**config.mk**
```make
export PLATFORM = sky130hd
export DESIGN_NAME = if_stage_pc
export DESIGN_NICKNAME = d
export VERILOG_FILES = /design/src/rtl/pipe_pkg.sv /design/src/rtl/if_stage_pc_ifid_reg.sv /design/src/rtl/if_stage_pc.sv
export SDC_FILE = /design/constraint.sdc
export NUM_CORES = 1
export LEC_CHECK = 0
export BUFFER_PORTS_ARGS = -buffer_cell sky130_fd_sc_hd__buf_2
export CAP_MARGIN = 5
export CORE_MARGIN = 2
export CORE_UTILIZATION = 30
export DETAILED_ROUTE_END_ITERATION = 16
export PLACE_DENSITY = 0.61
export SLEW_MARGIN = 0
export SYNTH_ARGS = -nofsm -noshare
export SYNTH_HDL_FRONTEND = slang
export SYNTH_SLANG_ARGS = --single-unit
```
**constraint.sdc**
```tcl
create_clock -name clk_i -period 14.55 [get_ports clk_i]
set_input_delay 3.6375 -clock clk_i [delete_from_list [all_inputs] [get_ports clk_i]]
set_output_delay 3.6375 -clock clk_i [all_outputs]
set_load 0.02 [all_outputs]
```
**src/rtl/pipe_pkg.sv**
```systemverilog
// Shared pipeline package: widths, constants and IF-stage FSM encoding.
// Imported by every pipeline stage.
package pipe_pkg;

  localparam int P_ADDR_W  = 32;
  localparam int P_INSTR_W = 32;

  localparam int PC_INC = 4;

  localparam logic [P_INSTR_W-1:0] NOP_INSTR = '0;

  // IF/ID field widths: {pc, pc4} and {valid, instr}
  localparam int IFID_PC_W = 2 * P_ADDR_W;
  localparam int IFID_PL_W = P_INSTR_W + 1;

  typedef enum logic {
    ST_RUN  = 1'b0,
    ST_HOLD = 1'b1
  } if_state_e;

  typedef struct packed {
    logic [P_ADDR_W-1:0]  pc;
    logic [P_ADDR_W-1:0]  pc4;
    logic [P_INSTR_W-1:0] instr;
    logic                 valid;
  } if_id_t;

endpackage

```
**src/rtl/if_stage_pc_ifid_reg.sv**
```systemverilog
// Generic pipeline register: async reset, sync clear, load enable.
// Clear wins over enable so a bubble can be forced while stalled.
module ifid_reg #(
  parameter int W = 32
) (
  input  logic         clk_i,
  input  logic         rst_i,
  input  logic         en_i,
  input  logic         clr_i,
  input  logic [W-1:0] d_i,
  output logic [W-1:0] q_o
);

  logic [W-1:0] q_q;
  logic [W-1:0] q_d;

  // next value: clear beats load beats hold
  always_comb begin
    q_d = q_q;
    if (clr_i)
      q_d = '0;
    else if (en_i)
      q_d = d_i;
  end

  // storage
  always_ff @(posedge clk_i or posedge rst_i) begin
    if (rst_i)
      q_q <= '0;
    else
      q_q <= q_d;
  end

  assign q_o = q_q;

endmodule

```
**src/rtl/if_stage_pc.sv**
```systemverilog
// Instruction-fetch stage: program counter, pending redirect, IF/ID register.
// Redirects seen during a stall are parked until the stall releases.
module if_stage_pc
  import pipe_pkg::*;
#(
  parameter int                ADDR_W   = P_ADDR_W,
  parameter int                INSTR_W  = P_INSTR_W,
  parameter logic [ADDR_W-1:0] RESET_PC = '0,
  parameter int                CNT_W    = 16
) (
  input  logic               clk_i,
  input  logic               rst_i,
  input  logic               stall_i,
  input  logic               flush_i,
  input  logic               redirect_i,
  input  logic [ADDR_W-1:0]  redirect_pc_i,
  input  logic [INSTR_W-1:0] instr_i,
  output logic [ADDR_W-1:0]  imem_addr_o,
  output logic [ADDR_W-1:0]  ifid_pc_o,
  output logic [ADDR_W-1:0]  ifid_pc4_o,
  output logic [INSTR_W-1:0] ifid_instr_o,
  output logic               ifid_valid_o,
  output logic               misalign_o,
  output logic [CNT_W-1:0]   fetch_cnt_o
);

  if_state_e          state_q;
  logic [ADDR_W-1:0]  pc_q;
  logic [ADDR_W-1:0]  pend_q;
  logic               mis_q;
  logic [CNT_W-1:0]   cnt_q;

  logic [ADDR_W-1:0]  tgt;
  logic [ADDR_W-1:0]  pc_inc;
  logic               hold;
  logic               bubble;
  logic               fetch_ok;
  logic               mis_d;
  logic [CNT_W-1:0]   cnt_d;

  logic [2*ADDR_W-1:0] pcs_q;
  logic [INSTR_W:0]    pl_q;

  // redirect target alignment, sequential PC and IF/ID load decisions
  always_comb begin
    tgt      = {redirect_pc_i[ADDR_W-1:2], 2'b00};
    pc_inc   = pc_q + ADDR_W'(PC_INC);
    hold     = (state_q == ST_HOLD);
    bubble   = flush_i | redirect_i | (~stall_i & hold);
    fetch_ok = ~stall_i & ~bubble;
    mis_d    = redirect_i & (|redirect_pc_i[1:0]);
    cnt_d    = cnt_q;
    if (fetch_ok && (cnt_q != {CNT_W{1'b1}}))
      cnt_d = cnt_q + 1'b1;
  end

  // PC / pending-redirect FSM with registered flag and counter
  always_ff @(posedge clk_i or posedge rst_i) begin
    if (rst_i) begin
      state_q <= ST_RUN;
      pc_q    <= RESET_PC;
      pend_q  <= '0;
      mis_q   <= 1'b0;
      cnt_q   <= '0;
    end else begin
      mis_q <= mis_d;
      cnt_q <= cnt_d;
      unique case (state_q)
        ST_RUN: begin
          if (stall_i) begin
            if (redirect_i) begin
              pend_q  <= tgt;
              state_q <= ST_HOLD;
            end
          end else begin
            pc_q <= redirect_i ? tgt : pc_inc;
          end
        end
        ST_HOLD: begin
          if (stall_i) begin
            if (redirect_i)
              pend_q <= tgt;
          end else begin
            pc_q    <= redirect_i ? tgt : pend_q;
            state_q <= ST_RUN;
          end
        end
      endcase
    end
  end

  // IF/ID address fields: loaded whenever the stage advances
  ifid_reg #(
    .W (2 * ADDR_W)
  ) u_ifid_pc (
    .clk_i (clk_i),
    .rst_i (rst_i),
    .en_i  (~stall_i),
    .clr_i (1'b0),
    .d_i   ({pc_q, pc_inc}),
    .q_o   (pcs_q)
  );

  // IF/ID payload: valid + instruction, cleared for bubbles
  ifid_reg #(
    .W (INSTR_W + 1)
  ) u_ifid_pl (
    .clk_i (clk_i),
    .rst_i (rst_i),
    .en_i  (~stall_i),
    .clr_i (bubble),
    .d_i   ({1'b1, instr_i}),
    .q_o   (pl_q)
  );

  assign imem_addr_o  = pc_q;
  assign ifid_pc_o    = pcs_q[2*ADDR_W-1:ADDR_W];
  assign ifid_pc4_o   = pcs_q[ADDR_W-1:0];
  assign ifid_valid_o = pl_q[INSTR_W];
  assign ifid_instr_o = pl_q[INSTR_W-1:0];
  assign misalign_o   = mis_q;
  assign fetch_cnt_o  = cnt_q;

endmodule

```
== Word level (Yosys, flattened, before mapping) ==
Index checks and enable logic that the tools add are counted.

* Multiplexer cells: 12
* Add/subtract/negate cells: 2
* Equality and inequality tests: 4
* Bitwise operators: 8
* Reduce and logical (&&, ||, !) cells: 3

{| class="wikitable"
|+ Operator list
! cell !! count
|-
| $mux W32 || 5
|-
| $mux W33 || 2
|-
| $pmux W32 S2 || 1
|-
| $add A32 B3 Y32 const B || 1
|-
| $add A16 B1 Y16 const B || 1
|-
| $ne A16 B16 Y1 const B || 1
|-
| $ne A2 B2 Y1 const B || 2
|-
| $and A1 B1 Y1 || 3
|-
| $mux W1 || 3
|-
| $not A1 Y1 || 3
|-
| $ne A2 B1 Y1 const B || 1
|-
| $or A1 B1 Y1 || 2
|-
| $pmux W1 S2 || 1
|-
| $reduce_and A2 Y1 || 1
|-
| $reduce_or A2 Y1 || 1
|-
| $logic_and A1 B1 Y1 || 1
|}

* Flip-flop bits (word level): 179
* Output and inout bits: 146
* Bits of input ports: 69
* Logic and storage cells: 36

== Longest topological paths before layout ==
* Depth after elaboration: 6
* Gate-level depth with buffers: 7
* Depth with buffers taken out: 5

== By module ==
Synthesis repeated with hierarchy kept, for this count alone.

* Cell total of the unflattened synthesis: 857
* Area total of the unflattened synthesis: 8979.9 µm²

{| class="wikitable"
|+ Modules (own cells, without submodules)
! module !! area each (µm²) !! cells an instance !! seq. area each (µm²) !! times used
|-
| if_stage_pc || 4987.3 || 542 || 2052.0 || 1
|-
| ifid_reg at u_ifid_pc || 2621.3 || 207 || 1601.5 || 1
|-
| ifid_reg at u_ifid_pl || 1371.3 || 108 || 825.8 || 1
|}

== Least setup slack after synthesis ==
OpenSTA, ideal clock, no wires.

* Kind: input to register
* From: in stall_i
* To: reg u_ifid_pl.q_q[0] (netlist: u_ifid_pl.q_o[0])
* Arrival time: 4984 ps
* Slack: 9500 ps
* Library setup time: 66 ps
* Buffers on the path: 2
* Stages: 5
* Path through: clkbuf_1 > clkinv_1 > nor3_1 > clkbuf_1 > a22o_1

* Cells in the longest elaborated chain, start to end: 4

{| class="wikitable"
|+ RTL lines
! element !! RTL line !! source
|-
| start, declared || if_stage_pc.sv:13 || <nowiki>input logic stall_i,</nowiki>
|-
| $not A1 Y1 || n/a ||
|-
| $and A1 B1 Y1 || if_stage_pc.sv:49 || <nowiki>bubble = flush_i | redirect_i | (~stall_i & hold);</nowiki>
|-
| $or A1 B1 Y1 || if_stage_pc.sv:49 ||
|-
| $ne A2 B1 Y1 (no line) or $mux W33 (tied branches) || n/a ||
|-
| end signal, assigned || if_stage_pc_ifid_reg.sv:31 || <nowiki>q_q <= q_d;</nowiki>
|-
| end, declared || if_stage_pc_ifid_reg.sv:14 || <nowiki>logic [W-1:0] q_q;</nowiki>
|}

Several ways; a longest one is shown, not always the timed one.
A chain may end at the register's enable or synchronous reset.

== Worst setup path in the final report ==
* From: in stall_i
* To: reg u_ifid_pl.q_q[5] (netlist: u_ifid_pl.q_o[5])

The elaborated chain is that of the path after synthesis.

==> metrics <==
clock root cell clkbuf_16; Post-DP HPWL 16300 um; post-route setup TNS 0 ps; CTS Buffer Depth 2; Max Clk Rate 173 MHz; Crit path buffers/inverters 3; Critical Path Start stall_i; worst hold start u_ifid_pc.q_o[13]$_DFFE_PP0N_; CP max stage delay 1020 ps; DR vias/cell 5.16; most frequent CP cell buf_4; capturing element type of the critical path flop; Resized Gates After CTS 0; Peak supply drop 0.0535 mV; Fin Clk Skew 14.2 ps; nets 1033; largest net degree at the start of global routing 107; worst hold path class reg -> reg; setup slack after layout 8790 ps; Initial Util 0.306; Top delay family on crit path buffers and inverters; Final Hold Viols 0; Max Transition Viols Final 0; port buffer count 214; Critical Path RT 14910 ps; Least-Margin Pin Slew 1110 ps; syn avg cell area 10.5 sq um; most common cell in the synthesized netlist dfrtp_1; CORE AREA 0.0270 sq mm; WL per Instance 18.0 um; die area 0.0289 sq mm; register area share after synthesis 0.537; cell row count 60; top cell type's share of synthesized area 0.537; Clock Latency Late Sink 440 ps; RSZ-0062 raised after global routing no; Die W 170 um; num ports 215; # setup viols final 0; Worst Path Max Fanout 49; Post-synth EDFFs 0; number of routed nets with antenna violations 0; clock sinks 177; hold_buf cts 0; Setup CP Type in -> reg; type of origin of the critical path primary input; Post-Syn Nets 856; clock slew at reported path FFs 70 ps; #FFs+latches synth 177; initial antenna violation count 7; Final Cycle Share 0.396; outcome finished clean; first-pass GRT wire length 36600 um; Metal-1 WL 11200 um; WL final 23700 um; vias in the first global route 6236; P_leak 4.68 nW; main flop type after synthesis dfrtp_1; Final Wtd Congestion 0.813; total gr overflow 0; Yosys cell types 57; Pwr Total 1.35 mW; FF-to-FF Start imem_addr_o[2]$_DFFE_PP0P_; worst path cell trace buf_4 -> clkinv_1 -> nor3_2 -> buf_4 -> a22o_1; Worst Path Arrival 6130 ps; met3 WL post-DR 1440 um; Area after DPL 0.00956 sq mm; Slew headroom 0.258; Synth Cell Area 0.00825 sq mm; layout cell share with drive strength beyond 1 0.325; pre-CTS setup slack 8330 ps; CTS tree done; maxcap violations 0; CP max-delay cell clkinv_1; WHS 476 ps; TritonCTS buffer count 17; Synth async-reset ratio 1.00; DR iter-0 viols 492; DRT Pass-1 Iters 4; Synth Instances 785; wire length on met2 10800 um; H-tree level count 4; via count 6815; Yosys top cell by area dfrtp_1; top layer in use met5; die height 170 um; Syn. warnings 0; DRC 0; Synth area leaders dfrtp_1 54%, mux2_2 7.1%, o21ai_0 3.6%; design area 0.0101 sq mm; Power per Cell Area 133 mW/mm^2; area grow syn2layout 23.0%; post-layout min period 5760 ps; Synth top cells by count 177 x dfrtp_1, 77 x nand2_1, 60 x o21ai_0; GRT Total Usage 0.163; Post-CTS Setup Bufs 0
-- registers in the layout (all words and copies together), names as in the netlist --
| register | flops |
|---|---|
| misalign_o | 1 |
| fetch_cnt_o | 16 |
| pend_q | 32 |
| u_ifid_pc.q_o | 62 |
| hold | 1 |
| u_ifid_pl.q_o | 33 |
| imem_addr_o | 32 |
-- cell families after synthesis --
group | after synthesis | share of synthesized area
adders and majority gates | 2 | 0.00303
AOI/OAI and AO/OA | 196 | 0.160
DFF | 177 | 0.537
and+or+nand+nor | 253 | 0.163
xor gates and xnor gates | 24 | 0.0255
muxes | 54 | 0.0734
buffers and inverters | 79 | 0.0388
-- power breakdown --
group	switching, mW	internal (mW)	leakage, nW
Clock	0.205	0.251	0.262
Sequential	0.0626	0.555	2.22
Combinational	0.170	0.103	2.19
Total	0.438	0.909	4.68
-- cell type report --
class / instances / area [sq um]
clock inverter: 10 / 101
tap: 341 / 427
antenna: 4 / 10.0
clock buffer: 22 / 474
multi-input combinational: 529 / 3510
fill: 2665 / 16800
timing repair buffer: 222 / 1130
sequential: 177 / 4430
inverter: 15 / 63.8
-- cells in the final DEF (no fill, tap or decap), types with 9 or more instances in the layout --
cell | Yosys | routed
dfrtp_1 | 177 | 177
xor2_1 | 11 | 11
xnor2_1 | 13 | 13
buf_4 | 4 | 9
nor2_1 | 29 | 29
nand2_1 | 77 | 77
nor3_1 | 27 | 26
nand4_1 | 18 | 18
and4_1 | 9 | 9
a31oi_1 | 14 | 14
a22o_1 | 34 | 34
buf_2 | 7 | 213
a21oi_1 | 27 | 27
o21ai_0 | 60 | 60
mux2_2 | 52 | 52
inv_1 | 14 | 13
clkbuf_16 | 0 | 17
nor4_1 | 18 | 18
nand3_1 | 27 | 27
-- final timing paths --
kind	end	slack, ps	depth (start not counted)
worst max-delay path	u_ifid_pl.q_o[5]$_DFFE_PP0P_	8790	5
worst min-delay path	u_ifid_pc.q_o[13]$_DFFE_PP0N_	480	2
worst max register to register	u_ifid_pc.q_o[20]$_DFFE_PP0N_	11630	5
worst min register to register	u_ifid_pc.q_o[13]$_DFFE_PP0N_	480	2
max in group asynchronous	pend_q[27]$_DFFE_PP0P_	9830	3
min in group asynchronous	pend_q[16]$_DFFE_PP0P_	3330	2
-- worst min-delay path: cells and delay by family (launching register included) --
family             cells  cell delay (ps)
AOI/OAI and AO/OA      1               60
and+or+nand+nor        1               40
DFF                    1              340
-- per-stage QoR --
step,instances,util
floorplan,785,-
global placement,1284,0.355
detailed placement,1284,0.355
CTS,1316,0.376
global route,1318,0.376
finish,1320,0.377
-- routing by layer --
| layer | global-route usage | vias to the layer above |
|---|---|---|
| met5 | 0 | - |
| met2 | 0.239 | 203 |
| met3 | 0.0437 | 25 |
| met1 | 0.235 | 3320 |
| met4 | 0.0468 | 6 |
| li1 | - | 3261 |
Power figures use the tool's default switching activity.
